<file path="config.mk">
export PLATFORM = sky130hd
export DESIGN_NAME = multicycle_control_fsm
export DESIGN_NICKNAME = d
export VERILOG_FILES = /design/src/rtl/mc_ctrl_pkg.sv /design/src/rtl/multicycle_control_fsm.sv
export SDC_FILE = /design/constraint.sdc
export NUM_CORES = 1
export LEC_CHECK = 0
export CAP_MARGIN = 20
export CORE_ASPECT_RATIO = 1.1
export CORE_MARGIN = 5
export CORE_UTILIZATION = 44
export CTS_CLUSTER_SIZE = 14
export DETAILED_ROUTE_END_ITERATION = 10
export DONT_BUFFER_PORTS = 1
export GPL_TIMING_DRIVEN = 0
export PLACE_DENSITY_LB_ADDON = 0.25
export SLEW_MARGIN = 20
export SYNTH_ARGS = -nofsm -noshare
export SYNTH_HDL_FRONTEND = slang
export SYNTH_SLANG_ARGS = --single-unit
</file>
<file path="constraint.sdc">
create_clock -name clk -period 2.9 [get_ports clk]
set_input_delay 0.58 -clock clk [delete_from_list [all_inputs] [get_ports clk]]
set_output_delay 0.58 -clock clk [all_outputs]
set_load 0.01 [all_outputs]
</file>
<file path="src/rtl/mc_ctrl_pkg.sv">
// Shared encodings for the multi-cycle control sequencer, ALU decoder and datapath.
package mc_ctrl_pkg;

    localparam int unsigned STATE_W = 4;
    localparam int unsigned OP_W    = 6;
    localparam int unsigned SEL_W   = 2;

    typedef enum logic [STATE_W-1:0] {
        S_FETCH   = 4'd0,
        S_DECODE  = 4'd1,
        S_MEMADR  = 4'd2,
        S_MEMRD   = 4'd3,
        S_MEMWB   = 4'd4,
        S_MEMWR   = 4'd5,
        S_EXECUTE = 4'd6,
        S_ALUWB   = 4'd7,
        S_BRANCH  = 4'd8,
        S_ADDIEX  = 4'd9,
        S_ADDIWB  = 4'd10,
        S_JUMP    = 4'd11
    } state_t;

    localparam logic [OP_W-1:0] OP_RTYPE = 6'b000000;
    localparam logic [OP_W-1:0] OP_J     = 6'b000010;
    localparam logic [OP_W-1:0] OP_BEQ   = 6'b000100;
    localparam logic [OP_W-1:0] OP_ADDI  = 6'b001000;
    localparam logic [OP_W-1:0] OP_LW    = 6'b100011;
    localparam logic [OP_W-1:0] OP_SW    = 6'b101011;

    localparam logic [SEL_W-1:0] ALU_ADD   = 2'b00;
    localparam logic [SEL_W-1:0] ALU_SUB   = 2'b01;
    localparam logic [SEL_W-1:0] ALU_FUNCT = 2'b10;

    localparam logic [SEL_W-1:0] SRCB_REG     = 2'b00;
    localparam logic [SEL_W-1:0] SRCB_FOUR    = 2'b01;
    localparam logic [SEL_W-1:0] SRCB_IMM     = 2'b10;
    localparam logic [SEL_W-1:0] SRCB_IMM_SH2 = 2'b11;

    localparam logic [SEL_W-1:0] PCSRC_ALU    = 2'b00;
    localparam logic [SEL_W-1:0] PCSRC_ALUOUT = 2'b01;
    localparam logic [SEL_W-1:0] PCSRC_JUMP   = 2'b10;

    // Datapath control word driven by the sequencer each cycle.
    typedef struct packed {
        logic             mem_req;
        logic             pc_write;
        logic             iord;
        logic             ir_write;
        logic             mem_write;
        logic             reg_write;
        logic             reg_dst;
        logic             memto_reg;
        logic             alu_src_a;
        logic [SEL_W-1:0] alu_src_b;
        logic [SEL_W-1:0] alu_op;
        logic [SEL_W-1:0] pc_src;
        logic             retire;
        logic             illegal_op;
    } ctrl_t;

    // State following DECODE; unsupported opcodes fall back to FETCH.
    function automatic state_t decode_next(input logic [OP_W-1:0] op);
        state_t nxt;
        case (op)
            OP_LW, OP_SW: nxt = S_MEMADR;
            OP_RTYPE:     nxt = S_EXECUTE;
            OP_BEQ:       nxt = S_BRANCH;
            OP_ADDI:      nxt = S_ADDIEX;
            OP_J:         nxt = S_JUMP;
            default:      nxt = S_FETCH;
        endcase
        return nxt;
    endfunction

    function automatic logic op_supported(input logic [OP_W-1:0] op);
        return (op == OP_LW) || (op == OP_SW) || (op == OP_RTYPE) ||
               (op == OP_BEQ) || (op == OP_ADDI) || (op == OP_J);
    endfunction

endpackage

</file>
<file path="src/rtl/multicycle_control_fsm.sv">
// Multi-cycle MIPS control sequencer: steps the shared ALU and unified memory through
// fetch/decode/execute/memory/writeback and counts retired instructions.
module multicycle_control_fsm
    import mc_ctrl_pkg::*;
#(
    parameter int unsigned RET_W = 32
) (
    input  logic             clk,
    input  logic             reset_n,
    input  logic [5:0]       opcode,
    input  logic             zero,
    input  logic             mem_ready,
    output logic             mem_req,
    output logic             pc_write,
    output logic             iord,
    output logic             ir_write,
    output logic             mem_write,
    output logic             reg_write,
    output logic             reg_dst,
    output logic             memto_reg,
    output logic             alu_src_a,
    output logic [1:0]       alu_src_b,
    output logic [1:0]       alu_op,
    output logic [1:0]       pc_src,
    output logic             retire,
    output logic             illegal_op,
    output logic [RET_W-1:0] retired_cnt
);

    state_t state;
    logic   is_store;
    ctrl_t  ctrl;

    // State register with next-state logic; load/store direction captured in DECODE.
    always_ff @(posedge clk or negedge reset_n) begin
        if (!reset_n) begin
            state    <= S_FETCH;
            is_store <= 1'b0;
        end else begin
            case (state)
                S_FETCH:   if (mem_ready) state <= S_DECODE;
                S_DECODE: begin
                    state    <= decode_next(opcode);
                    is_store <= (opcode == OP_SW);
                end
                S_MEMADR:  state <= is_store ? S_MEMWR : S_MEMRD;
                S_MEMRD:   if (mem_ready) state <= S_MEMWB;
                S_MEMWB:   state <= S_FETCH;
                S_MEMWR:   if (mem_ready) state <= S_FETCH;
                S_EXECUTE: state <= S_ALUWB;
                S_ALUWB:   state <= S_FETCH;
                S_BRANCH:  state <= S_FETCH;
                S_ADDIEX:  state <= S_ADDIWB;
                S_ADDIWB:  state <= S_FETCH;
                S_JUMP:    state <= S_FETCH;
                default:   state <= S_FETCH;
            endcase
        end
    end

    // Output decode from state; reset forces every control low immediately.
    always_comb begin
        ctrl = '0;
        if (reset_n) begin
            case (state)
                S_FETCH: begin
                    ctrl.mem_req   = 1'b1;
                    ctrl.alu_src_b = SRCB_FOUR;
                    ctrl.alu_op    = ALU_ADD;
                    ctrl.pc_src    = PCSRC_ALU;
                    ctrl.ir_write  = mem_ready;
                    ctrl.pc_write  = mem_ready;
                end
                S_DECODE: begin
                    ctrl.alu_src_b  = SRCB_IMM_SH2;
                    ctrl.illegal_op = ~op_supported(opcode);
                end
                S_MEMADR: begin
                    ctrl.alu_src_a = 1'b1;
                    ctrl.alu_src_b = SRCB_IMM;
                    ctrl.alu_op    = ALU_ADD;
                end
                S_MEMRD: begin
                    ctrl.mem_req = 1'b1;
                    ctrl.iord    = 1'b1;
                end
                S_MEMWB: begin
                    ctrl.reg_write = 1'b1;
                    ctrl.memto_reg = 1'b1;
                    ctrl.retire    = 1'b1;
                end
                S_MEMWR: begin
                    ctrl.mem_req   = 1'b1;
                    ctrl.iord      = 1'b1;
                    ctrl.mem_write = mem_ready;
                    ctrl.retire    = mem_ready;
                end
                S_EXECUTE: begin
                    ctrl.alu_src_a = 1'b1;
                    ctrl.alu_src_b = SRCB_REG;
                    ctrl.alu_op    = ALU_FUNCT;
                end
                S_ALUWB: begin
                    ctrl.reg_write = 1'b1;
                    ctrl.reg_dst   = 1'b1;
                    ctrl.retire    = 1'b1;
                end
                S_BRANCH: begin
                    ctrl.alu_src_a = 1'b1;
                    ctrl.alu_src_b = SRCB_REG;
                    ctrl.alu_op    = ALU_SUB;
                    ctrl.pc_src    = PCSRC_ALUOUT;
                    ctrl.pc_write  = zero;
                    ctrl.retire    = 1'b1;
                end
                S_ADDIEX: begin
                    ctrl.alu_src_a = 1'b1;
                    ctrl.alu_src_b = SRCB_IMM;
                    ctrl.alu_op    = ALU_ADD;
                end
                S_ADDIWB: begin
                    ctrl.reg_write = 1'b1;
                    ctrl.retire    = 1'b1;
                end
                S_JUMP: begin
                    ctrl.pc_src   = PCSRC_JUMP;
                    ctrl.pc_write = 1'b1;
                    ctrl.retire   = 1'b1;
                end
                default: ctrl = '0;
            endcase
        end
    end

    // Retired-instruction counter, wraps naturally at its width.
    always_ff @(posedge clk or negedge reset_n) begin
        if (!reset_n) begin
            retired_cnt <= '0;
        end else if (ctrl.retire) begin
            retired_cnt <= retired_cnt + RET_W'(1);
        end
    end

    assign mem_req    = ctrl.mem_req;
    assign pc_write   = ctrl.pc_write;
    assign iord       = ctrl.iord;
    assign ir_write   = ctrl.ir_write;
    assign mem_write  = ctrl.mem_write;
    assign reg_write  = ctrl.reg_write;
    assign reg_dst    = ctrl.reg_dst;
    assign memto_reg  = ctrl.memto_reg;
    assign alu_src_a  = ctrl.alu_src_a;
    assign alu_src_b  = ctrl.alu_src_b;
    assign alu_op     = ctrl.alu_op;
    assign pc_src     = ctrl.pc_src;
    assign retire     = ctrl.retire;
    assign illegal_op = ctrl.illegal_op;

endmodule

</file>
After elaboration in Yosys (flattened, before gate mapping)
Cells that the tools add are included. W data, S select, Z words.

Flip-flop bits (word level): 37. Input bits: 10. Output and inout bits: 49.

Add/sub/neg operators: 1. Equal/unequal tests: 19. Multiplexer cells: 21. Bitwise operators: 1. Reductions and logical operators: 15.

Operators with widths (count): $add A32 B1 Y32 const B (1); $pmux W4 S7 (1); $pmux W4 S5 (1); $mux W17 (1); $eq A4 B3 Y1 const B (4); $eq A4 B4 Y1 const B (4); $eq A6 B6 Y1 const B (2); $mux W4 (3); $mux W1 (9); $eq A4 B2 Y1 const B (2); $pmux W2 S2 (2); $eq A6 B2 Y1 const B (1); $eq A6 B3 Y1 const B (1); $eq A6 B4 Y1 const B (1); $logic_not A6 Y1 (1); $ne A2 B2 Y1 const B (3); $pmux W2 S3 (1); $reduce_or A2 Y1 (3); $reduce_or A3 Y1 (2); $logic_or A1 B1 Y1 (5); $reduce_or A5 Y1 (1); $eq A4 B1 Y1 const B (1); $logic_not A4 Y1 (1); $reduce_or A4 Y1 (1); 5 further kinds (5).

Depth between registers and ports, before layout
Gate-level depths: netlist of the first run.

Word-level depth: 9. Gate-level depth with buffers: 7. Gate-level depth less buffers: 5.

Worst setup path after synthesis of the first run
No wires, ideal clock.

Path kind: input to output. Start point: input mem_ready. End point: output retire. Arrival time: 1.465 ns. Data required time: 2.320 ns. Slack: 0.855 ns. Stages on the path: 5. Buffers on the path: 2. Path through: or3b_1 -> buf_2 -> and2_4 -> and2_4 -> buf_6.

Cells in the longest elaborated chain, start to end: 2.

Ends and longest elaborated chain: from (decl) (RTL line multicycle_control_fsm.sv:12) `input logic mem_ready,`; $pmux W1 S2 (RTL line multicycle_control_fsm.sv:65) `case (state)`; $mux W17 (RTL line multicycle_control_fsm.sv:64) `if (reset_n) begin`; to (decl) (RTL line multicycle_control_fsm.sv:25) `output logic retire,`.

Every way passes these cells.

Final worst setup path of the first run
Start point: register state[2]. End point: output illegal_op.

Cells in the longest elaborated chain, start to end: 3.

Ends and longest elaborated chain: from (decl) (RTL line multicycle_control_fsm.sv:30) `state_t state;`; from (signal assigned) (RTL line multicycle_control_fsm.sv:43) `state <= decode_next(opcode);`; from (signal assigned) (RTL line multicycle_control_fsm.sv:46) `S_MEMADR: state <= is_store ? S_MEMWR : S_MEMRD;`; $eq A4 B1 Y1 (RTL line multicycle_control_fsm.sv:65); $mux W1 (RTL line multicycle_control_fsm.sv:65); $mux W17 (RTL line multicycle_control_fsm.sv:64); to (decl) (RTL line multicycle_control_fsm.sv:26) `output logic illegal_op,`.

Every way passes these cells.

==> metrics.md, run 1 <==
| Metric | Value |
|---|---|
| Status | `finished, final reports clean` |
| Max-Slew Margin vs Limit | `71.5%` |
| Total Wirelength | `4380 µm` |
| Core area | `4620 µm²` |
| Crit-path leading delay family | `simple AND/OR/NAND/NOR gates` |
| IO Port Bufs | `0` |
| Synthesized area | `2070 µm²` |
| Syn_nets | `236` |
| Synth cell types | `39` |
| Final setup fails | `0` |
| Pin count of the biggest net entering global routing | `38` |
| Placer Congestion | `0.812` |
| Register area | `926 µm²` |
| DR WL/cell | `15.1 µm` |
| Register area share after synthesis | `44.7%` |
| Cell Rows | `26` |
| Clock-pin slew of the registers on the worst-case setup and hold paths | `0.07 ns` |
| Buf+Inv Stages, Crit Path | `2` |
| Place WS | `0.807 ns` |
| Global-route wire length before repair | `7280 µm` |
| Post-synth ARST share | `100%` |
| FILL cells | `453` |
| Setup tns final | `0 ns` |
| Final WS setup | `0.492 ns` |
| Final Hold Fails | `0` |
| Pwr/cell area | `579 nW/µm²` |
| Post-route non-filler standard cell count | `290` |
| Worst Clk Skew | `0.00617 ns` |
| CTS Buf Count | `5` |
| Initial antenna violation count | `0` |
| RSZ-0062 raised after global routing | `false` |
| GRT Overall Usage | `15.3%` |
| Overall via count from detail_route | `1586` |
| Layout cell share with drive strength beyond 1 | `9.40%` |
| CTS H-tree lvls | `2` |
| Yosys reg bits | `37` |
| VDD IR max | `0.338 mV` |
| Cells after synthesis | `225` |
| DR iter-0 viols | `77` |
| Pwr Total | `1.31 mW` |
| Congestion Overflow GR | `0` |
| Vias per cell | `5.47` |
| CTS tree | `yes` |
| Clock latency on the worst-skew pair | `0.28 ns` |
| Worst path max stage delay | `0.38 ns` |
| Max-Cap Viols | `0` |
| Fin nets | `244` |
| Clock sink count | `37` |
| Multi-input gate area | `1080 µm²` |
| CP Capture Type | `output port` |
| Starting Density | `44.9%` |
| CTS Buffer Depth | `2` |
| Cts repair resizes | `0` |
| DR pass1 iterations | `4` |
| Finished Core Util | `49.0%` |
| I/O pins | `59` |
| Placed cells | `281` |
| EDFF count, synth | `0` |
| Worst Hold Class | `primary input to async pin` |
| Leak pwr | `1.04 nW` |
| Startpoint types | `register` |
| Slew Limit Fails | `0` |
| Drt drc | `0` |
| Synth warn | `0` |
| Die Y | `82.0 µm` |
| Critical Path AT | `1.83 ns` |
| Clk root buf | `clkbuf_8` |
| Vias in the first global route | `1583` |
| Top FF cell, synth | `dfrtp_1` |
| Synth-to-layout area growth | `9.23%` |
| Crit path cell chain | `buf_4 > inv_1 > nand2_1 > nor3_1 > and4b_1` |
| Tcrit/Tclk final | `83.0%` |
| Crit Path Class | `register to output port` |
| Die W | `75.5 µm` |
| Minimum clock period | `2.41 ns` |
| Die area | `6190 µm²` |
| Worst Path Required | `2.32 ns` |
| Diode count | `0` |
| CP max-delay cell | `dfrtp_1` |
| CP max FO | `10` |
| Fmax | `0.415 GHz` |
| Worst-Margin Slew | `0.428 ns` |
| HPWL after DPL | `3200 µm` |
| Mean Syn Cell Area | `9.21 µm²` |
| DRT antenna net count | `0` |
[through the flow]
stage               cell area (µm²)  hold slack, ns
floorplan                      2070           0.284
global placement               2140           0.286
detailed placement             2140           0.286
CTS                            2260           0.128
global route                   2260           0.133
finish                         2260           0.126
[final cells by class]
cell class | count | share of cell area, %
plain buffers | 7 | 1.77
clock buffers | 7 | 4.25
clock inverters | 1 | 0.221
inverters | 7 | 1.16
multi-input cells | 174 | 47.7
flip-flops and latches | 37 | 40.9
well taps | 56 | 3.09
repair buffers | 1 | 0.884
[worst paths after layout]
check	to	cells after the start	slack (ns)	from
max	illegal_op	5	0.49	state[2]
min	retired_cnt[3]	1	0.13	reset_n
max reg2reg	retired_cnt[27]	5	0.95	retired_cnt[10]
min reg2reg	is_store	1	0.53	is_store
max in group asynchronous	retired_cnt[27]	1	2.59	reset_n
min in group clk	is_store	1	0.45	opcode[3]
[kinds of logic (layout without fill, tap and decap cells)]
logic type / after synthesis / count (layout) / synth area share, %
compound gates: 22 / 22 / 6.52
buf+inv: 14 / 23 / 3.20
simple gates: 117 / 117 / 30.0
fa+ha+maj: 1 / 1 / 0.603
xor+xnor: 33 / 33 / 14.3
mux: 1 / 1 / 0.724
flops: 37 / 37 / 44.7
[state kept, by name (all words and copies together), names as in the netlist]
| register | flops |
|---|---|
| is_store | 1 |
| retired_cnt | 32 |
| state | 4 |
[metal layers]
metal,global-route usage (%),wire length (µm),share of wire (%)
met3,5.51,337,7.7
met2,24.4,2040,47
met5,0,0,0
met1,18.9,1930,44
met4,5.24,71,1.6
[worst reg2reg max path, stage by stage, from the launching register on]
cell	delay [ns]
dfrtp_1	0.48
nand3_2	0.21
nor4_4	0.45
nand4_1	0.34
nor2_1	0.22
xor2_1	0.17
[where the power goes]
group | switching, mW | leakage [nW] | internal [mW]
sequential | 0.0498 | 0.501 | 0.548
combinational | 0.206 | 0.487 | 0.121
clock | 0.172 | 0.0542 | 0.215
[synthesized netlist by cell type, types with 3 or more instances]
cell | count | area (µm²)
a21oi_1 | 9 | 45.0
and3_1 | 5 | 31.3
dfrtp_1 | 37 | 926
inv_1 | 7 | 26.3
xnor2_1 | 15 | 131
xor2_1 | 17 | 149
nand4_1 | 14 | 87.6
o21ai_0 | 5 | 25.0
clkbuf_1 | 3 | 11.3
nand2b_1 | 3 | 18.8
nor3_1 | 12 | 60.1
nand3_1 | 10 | 50.1
nor2_1 | 29 | 109
nand2_1 | 26 | 97.6
nor2b_1 | 4 | 25.0
[cells in the final DEF (no fill, tap or decap), drive strengths merged, types with 2 or more instances in the layout]
master and count:
dfrtp 37, clkbuf 10, nand4 15, o21ai 5, nand2 26, xnor2 16
xor2 17, and4 2, nor2b 5, nor3 12, and3 5, buf 5
inv 7, nand3 11, nand2b 3, nor3b 2, nor2 29, and2 2
a211oi 2, a21oi 9
[timing repair]
action,CTS,global route
endpoints found under the hold margin,37,0
buffers inserted,0,0
hold buffers,1,0
(Power assumes the default switching activity.)
==> run 2: changes to the inputs <==
- clock period: 2.9 -> 2 ns (I/O delays scaled with it)
==> metrics.md, run 2 (same netlist as run 1, synthesis figures left out) <==
| Metric | Value |
|---|---|
| Clock latency on the worst-skew pair | `0.29 ns (about the same)` |
| CP Capture Type | `output port` |
| Global-route wire length before repair | `7460 µm (+2.5%)` |
| Final WS setup | `0.0473 ns (-0.445 ns)` |
| Worst Path Required | `1.60 ns (-0.72 ns)` |
| Max reg flops | `32 (unchanged)` |
| Crit. Startpoint | `state[2]` |
| Clk root buf | `clkbuf_8` |
| Worst hold path depth | `1` |
| CTS Buffer Depth | `2 (unchanged)` |
| Place WS | `0.0242 ns (-0.783 ns)` |
| VDD IR max | `0.500 mV (+48%)` |
| Min-delay src | `opcode[3]` |
| Total Wirelength | `4680 µm (+6.8%)` |
| CTS tree | `yes` |
| I/O pins | `59 (unchanged)` |
| Core area | `4620 µm² (unchanged)` |
| Startpoint types | `register` |
| FF-to-FF path depth | `9 (+4)` |
| Final Hold Fails | `0 (unchanged)` |
| Worst Hold Slack | `0.268 ns (+0.141 ns)` |
| Starting Density | `44.9% (unchanged)` |
| Max-Slew Margin vs Limit | `73.4% (+1.9 points)` |
| DR iter-0 viols | `83 (+7.8%)` |
| Largest Register | `retired_cnt` |
| Overall via count from detail_route | `1669 (+5.2%)` |
| Worst-Margin Slew | `0.395 ns (-0.0322 ns)` |
| Pwr/cell area | `850 nW/µm² (+47%)` |
| Minimum clock period | `1.95 ns` |
| Die Y | `82.0 µm (unchanged)` |
| R2R Path End | `retired_cnt[13]` |
| Reg-to-reg startpoint | `state[2]` |
| Endpoint, Worst Hold | `is_store` |
| Layout cell share with drive strength beyond 1 | `18.1% (+8.7 points)` |
| IO Port Bufs | `0 (unchanged)` |
| Tcrit/Tclk final | `97.6%` |
| Status | `finished, final reports clean` |
| HPWL after DPL | `3200 µm (unchanged)` |
| Placer Congestion | `0.812 (unchanged)` |
| Max-Cap Viols | `0 (unchanged)` |
| Final setup fails | `0 (unchanged)` |
| Worst Hold Class | `primary input to register` |
| Drt drc | `0 (unchanged)` |
| Leak pwr | `1.10 nW (+5.1%)` |
| Synth-to-layout area growth | `15.8%` |
| Die W | `75.5 µm (unchanged)` |
| Die area | `6190 µm² (unchanged)` |
| Flop2flop setup slack | `0.07 ns (-0.88 ns)` |
| Congestion Overflow GR | `0 (unchanged)` |
| GRT Overall Usage | `15.7% (+0.43 points)` |
| Fin nets | `253 (+3.7%)` |
| DR WL/cell | `15.6 µm (+3.6%)` |
| Cell Area, Placed | `2140 µm² (unchanged)` |
| Initial antenna violation count | `0 (unchanged)` |
| Critical Path AT | `1.55 ns (-0.28 ns)` |
| Clock-pin slew of the registers on the worst-case setup and hold paths | `0.07 ns (about the same)` |
| Crit Path Class | `register to output port` |
| Vias per cell | `5.58 (+2.1%)` |
| CP max FO | `9 (-1)` |
| CTS Buf Count | `5 (unchanged)` |
| Cell Rows | `26 (unchanged)` |
| Most frequent cells in the layout | `dfrtp_1 (36), nor2_1 (29), nand2_1 (25)` |
| Fmax | `0.512 GHz` |
| Diode count | `0 (unchanged)` |
| CTS H-tree lvls | `2 (unchanged)` |
| DRT antenna net count | `0 (unchanged)` |
| Clock sink count | `37 (unchanged)` |
| Worst Clk Skew | `0.00702 ns (+0.000855 ns)` |
| Fin area | `2400 µm² (+6.0%)` |
| Vias in the first global route | `1614 (+2.0%)` |
| Pin count of the biggest net entering global routing | `38 (unchanged)` |
| Slew Limit Fails | `0 (unchanged)` |
| DR pass1 iterations | `4 (unchanged)` |
| Most common cell after layout, fill and taps aside | `dfrtp_1` |
| FILL cells | `439 (-3.1%)` |
| Top Registers | `retired_cnt x32, state x4, is_store x1` |
run 2: cell types whose count changed in the layout (fill, tap and decap cells not counted), moves of 2 or more:
cell and change:
nand2b_1 -2, buf_4 +8, nor3_1 -2, clkbuf_2 +2, nand2b_2 +2, clkbuf_1 -3
run 2: where the power goes:
part           leakage [nW]  internal [mW]  switching [mW]
sequential            0.499          0.796          0.0705
combinational         0.541          0.256           0.353
clock                0.0542          0.311           0.253
total                  1.10           1.36           0.677
run 2: metrics by stage:
step	utilization, %	setup TNS (ns)	power, mW	std cells
after floorplan	-	0	1.24	225
after global placement	46.4	0	1.33	281
after detailed placement	46.4	0	1.34	281
after CTS	50.8	0	2.00	296
after global routing	52.0	-0.0181	2.15	299
final	52.0	0	2.04	299
run 2: per-layer routing:
layer	GRT usage (%)	up-vias	share of wire [%]
li1	-	808	-
met1	19.7	784	44
met2	25.0	71	47
met3	5.51	6	7.7
met4	5.24	0	1.6
met5	0	-	0
run 2: worst max-delay path: stages, from the launching register on:
cell     delay (ns)
dfrtp_1        0.39
buf_6          0.14
nor2b_2        0.17
a22o_4         0.28
and2_4         0.16
buf_6          0.13
run 2: cell type report:
cell class	count	area [µm²]	share of cell area, %
clock buffers	7	96.3	4.01
multi-input cells	174	1130	47.3
repair buffers	11	97.6	4.07
flip-flops and latches	37	927	38.6
plain buffers	6	42.5	1.77
clock inverters	1	5.00	0.209
well taps	56	70.1	2.92
inverters	7	26.3	1.09
run 2: timing repair:
| action | 4_1_cts | 5_1_grt |
|---|---|---|
| cloned | 0 | 0 |
| setup endpoints to repair | 6 | 10 |
| hold endpoints to repair | 37 | 0 |
| hold buffers | 2 | 0 |
| pin swaps | 4 | 3 |
| gates resized for setup | 11 | 12 |
| setup buffers | 5 | 4 |
run 2: how the worst max path moves through the flow:
stage                            endpoint  slack, ns  cells past startpoint
after floorplan                illegal_op       0.23                      5
after global placement    retired_cnt[31]       0.01                      5
after detailed placement  retired_cnt[27]       0.02                      5
after CTS                          retire      0.002                      5
after global routing      retired_cnt[17]     -0.008                      9
final                              retire       0.05                      5
==> run 3: changes to the inputs <==
- CORE_UTILIZATION: 44 -> 43
- DONT_BUFFER_PORTS: 1 -> not set
- GPL_TIMING_DRIVEN: 0 -> not set
==> metrics.md, run 3 (same netlist as run 1, synthesis figures left out) <==
| Metric | Value |
|---|---|
| DR WL/cell | `13.3 µm (-15%)` |
| Clock latency on the worst-skew pair | `0.29 ns (about the same)` |
| Top Registers | `retired_cnt x32, state x4, is_store x1` |
| Startpoint types | `register` |
| HPWL after DPL | `3870 µm (+21%)` |
| Cell Rows | `26 (unchanged)` |
| Die Y | `82.8 µm (+1.0%)` |
| Most common cell after layout, fill and taps aside | `dfrtp_1` |
| DRT antenna net count | `0 (unchanged)` |
| I/O pins | `59 (unchanged)` |
| Tcrit/Tclk final | `98.9% (+1.3 points)` |
| Leak pwr | `1.46 nW (+34%)` |
| Status | `finished, final reports clean` |
| Crit Path Class | `register to output port` |
| Fmax | `0.505 GHz (-1.3%)` |
| GRT Overall Usage | `16.4% (+0.68 points)` |
| CTS H-tree lvls | `2 (unchanged)` |
| Crit path cell chain | `buf_6 > or3b_4 > and2_4 > and2_4 > buf_6` |
| Clock sink count | `37 (unchanged)` |
| Crit. Startpoint | `state[1]` |
| VDD IR max | `0.300 mV (-40%)` |
| Worst-Margin Slew | `0.403 ns (+0.00734 ns)` |
| Worst Clk Skew | `0.00628 ns (-0.000741 ns)` |
| Cts-stage hold buffer count | `0 (-2)` |
| DR iter-0 viols | `68 (-18%)` |
| CTS Buf Count | `5 (unchanged)` |
| Max-Cap Viols | `0 (unchanged)` |
| Core area | `4650 µm² (+0.70%)` |
| Vias per cell | `5.13 (-8.0%)` |
| Clk root buf | `clkbuf_8` |
| Slew Limit Fails | `0 (unchanged)` |
| Die W | `76.2 µm (+1.0%)` |
| CP max FO | `4 (-5)` |
| Global-route wire length before repair | `8710 µm (+17%)` |
| CTS Buffer Depth | `2 (unchanged)` |
| Met3 Track Usage GR | `3.35% (-2.2 points)` |
| Worst Hold Class | `primary input to async pin` |
| CTS tree | `yes` |
| DR pass1 iterations | `4 (unchanged)` |
| Fin nets | `331 (+31%)` |
| Flop2flop setup slack | `0.18 ns (+0.11 ns)` |
| Reg-to-reg startpoint | `state[1]` |
| CP Capture Type | `output port` |
| RSZ-0062 raised after global routing | `true` |
| Layout cell share with drive strength beyond 1 | `25.9% (+7.7 points)` |
| Critical Path AT | `1.58 ns (+0.03 ns)` |
| Drt drc | `0 (unchanged)` |
| Final Hold Fails | `0 (unchanged)` |
| Pwr/cell area | `724 nW/µm² (-15%)` |
| Worst Path Required | `1.60 ns (about the same)` |
| Placer Congestion | `0.810 (-0.18%)` |
| Setup tns final | `0 ns (unchanged)` |
| IO Port Bufs | `58 (+58)` |
| Max-Slew Margin vs Limit | `72.9% (-0.49 points)` |
| Synth-to-layout area growth | `48.3%` |
| Congestion Overflow GR | `0 (unchanged)` |
| Pin count of the biggest net entering global routing | `27 (-29%)` |
| CP max-delay cell | `dfrtp_1` |
| GR Util met1 | `20.5% (+0.84 points)` |
| Total Wirelength | `5030 µm (+7.6%)` |
| Worst Hold Slack | `0.196 ns (-0.0716 ns)` |
| Most Crowded Layer GR | `met2` |
| Initial antenna violation count | `0 (unchanged)` |
| Final setup fails | `0 (unchanged)` |
| Minimum clock period | `1.98 ns (+0.0262 ns)` |
| Worst path max stage delay | `0.40 ns (about the same)` |
| Diode count | `0 (unchanged)` |
| Met2 Usage GRT | `27.6% (+2.6 points)` |
| Overall via count from detail_route | `1935 (+16%)` |
| Starting Density | `44.6% (-0.31 points)` |
| Largest Register | `retired_cnt` |
| Vias in the first global route | `1943 (+20%)` |
| Clock-pin slew of the registers on the worst-case setup and hold paths | `0.07 ns (about the same)` |
| Die area | `6310 µm² (+2.0%)` |
| Max reg flops | `32 (unchanged)` |
| Most frequent cells in the layout | `dfrtp_1 (36), buf_4 (35), clkdlybuf4s50_1 (34)` |
[run 3: path summary, 6_finish.rpt]
path / end / depth (start not counted)
max: retire / 5
min: retired_cnt[6] / 2
max reg2reg: retired_cnt[31] / 8
min reg2reg: retired_cnt[31] / 1
max in group asynchronous: retired_cnt[2] / 2
min in group clk: retired_cnt[31] / 1
[run 3: through the flow]
| step | util (%) | std cells | instance area [µm²] | setup WS (ns) | power [mW] |
|---|---|---|---|---|---|
| 2_1_floorplan | - | 225 | 2070 | 0.233 | 1.24 |
| 3_3_place_gp | 62.4 | 362 | 2900 | -0.413 | 1.62 |
| 3_5_place_dp | 62.4 | 362 | 2900 | -0.473 | 1.64 |
| 4_1_cts | 65.5 | 376 | 3050 | -0.146 | 2.21 |
| 5_1_grt | 66.1 | 377 | 3080 | -0.0241 | 2.36 |
| 6_report | 66.1 | 377 | 3080 | 0.0210 | 2.23 |
[run 3: layer usage]
layer  wire [µm]  vias up
li1            -      966
met1        2110      912
met2        2570       52
met3         271        5
met4          78        0
met5           0        -
[run 3: repair_timing]
item / in CTS / in global routing
setup buffers: 6 / 1
setup endpoints to repair: 17 / 14
gates resized for setup: 52 / 29
pin swaps: 3 / 1
[run 3: cell type report]
class,count,area [µm²]
fillers,398,1580
multi-input cells,174,1150
flip-flops and latches,37,927
repair buffers,95,806
clock buffers,6,82.6
well taps,56,70.1
inverters,7,26.3
clock inverters,2,13.8
[run 3: critical path: cells and delay by family, from the launching register on]
| family | cells | cell delay (ns) |
|---|---|---|
| buffers and inverters | 2 | 0.24 |
| AND/OR/NAND/NOR | 3 | 0.64 |
| flip-flops | 1 | 0.40 |
[run 3: power breakdown]
| group | internal (mW) | total [mW] | switching [mW] |
|---|---|---|---|
| sequential | 0.795 | 0.845 | 0.0504 |
| clock | 0.279 | 0.538 | 0.259 |
| combinational | 0.426 | 0.843 | 0.417 |
| total | 1.50 | 2.23 | 0.727 |
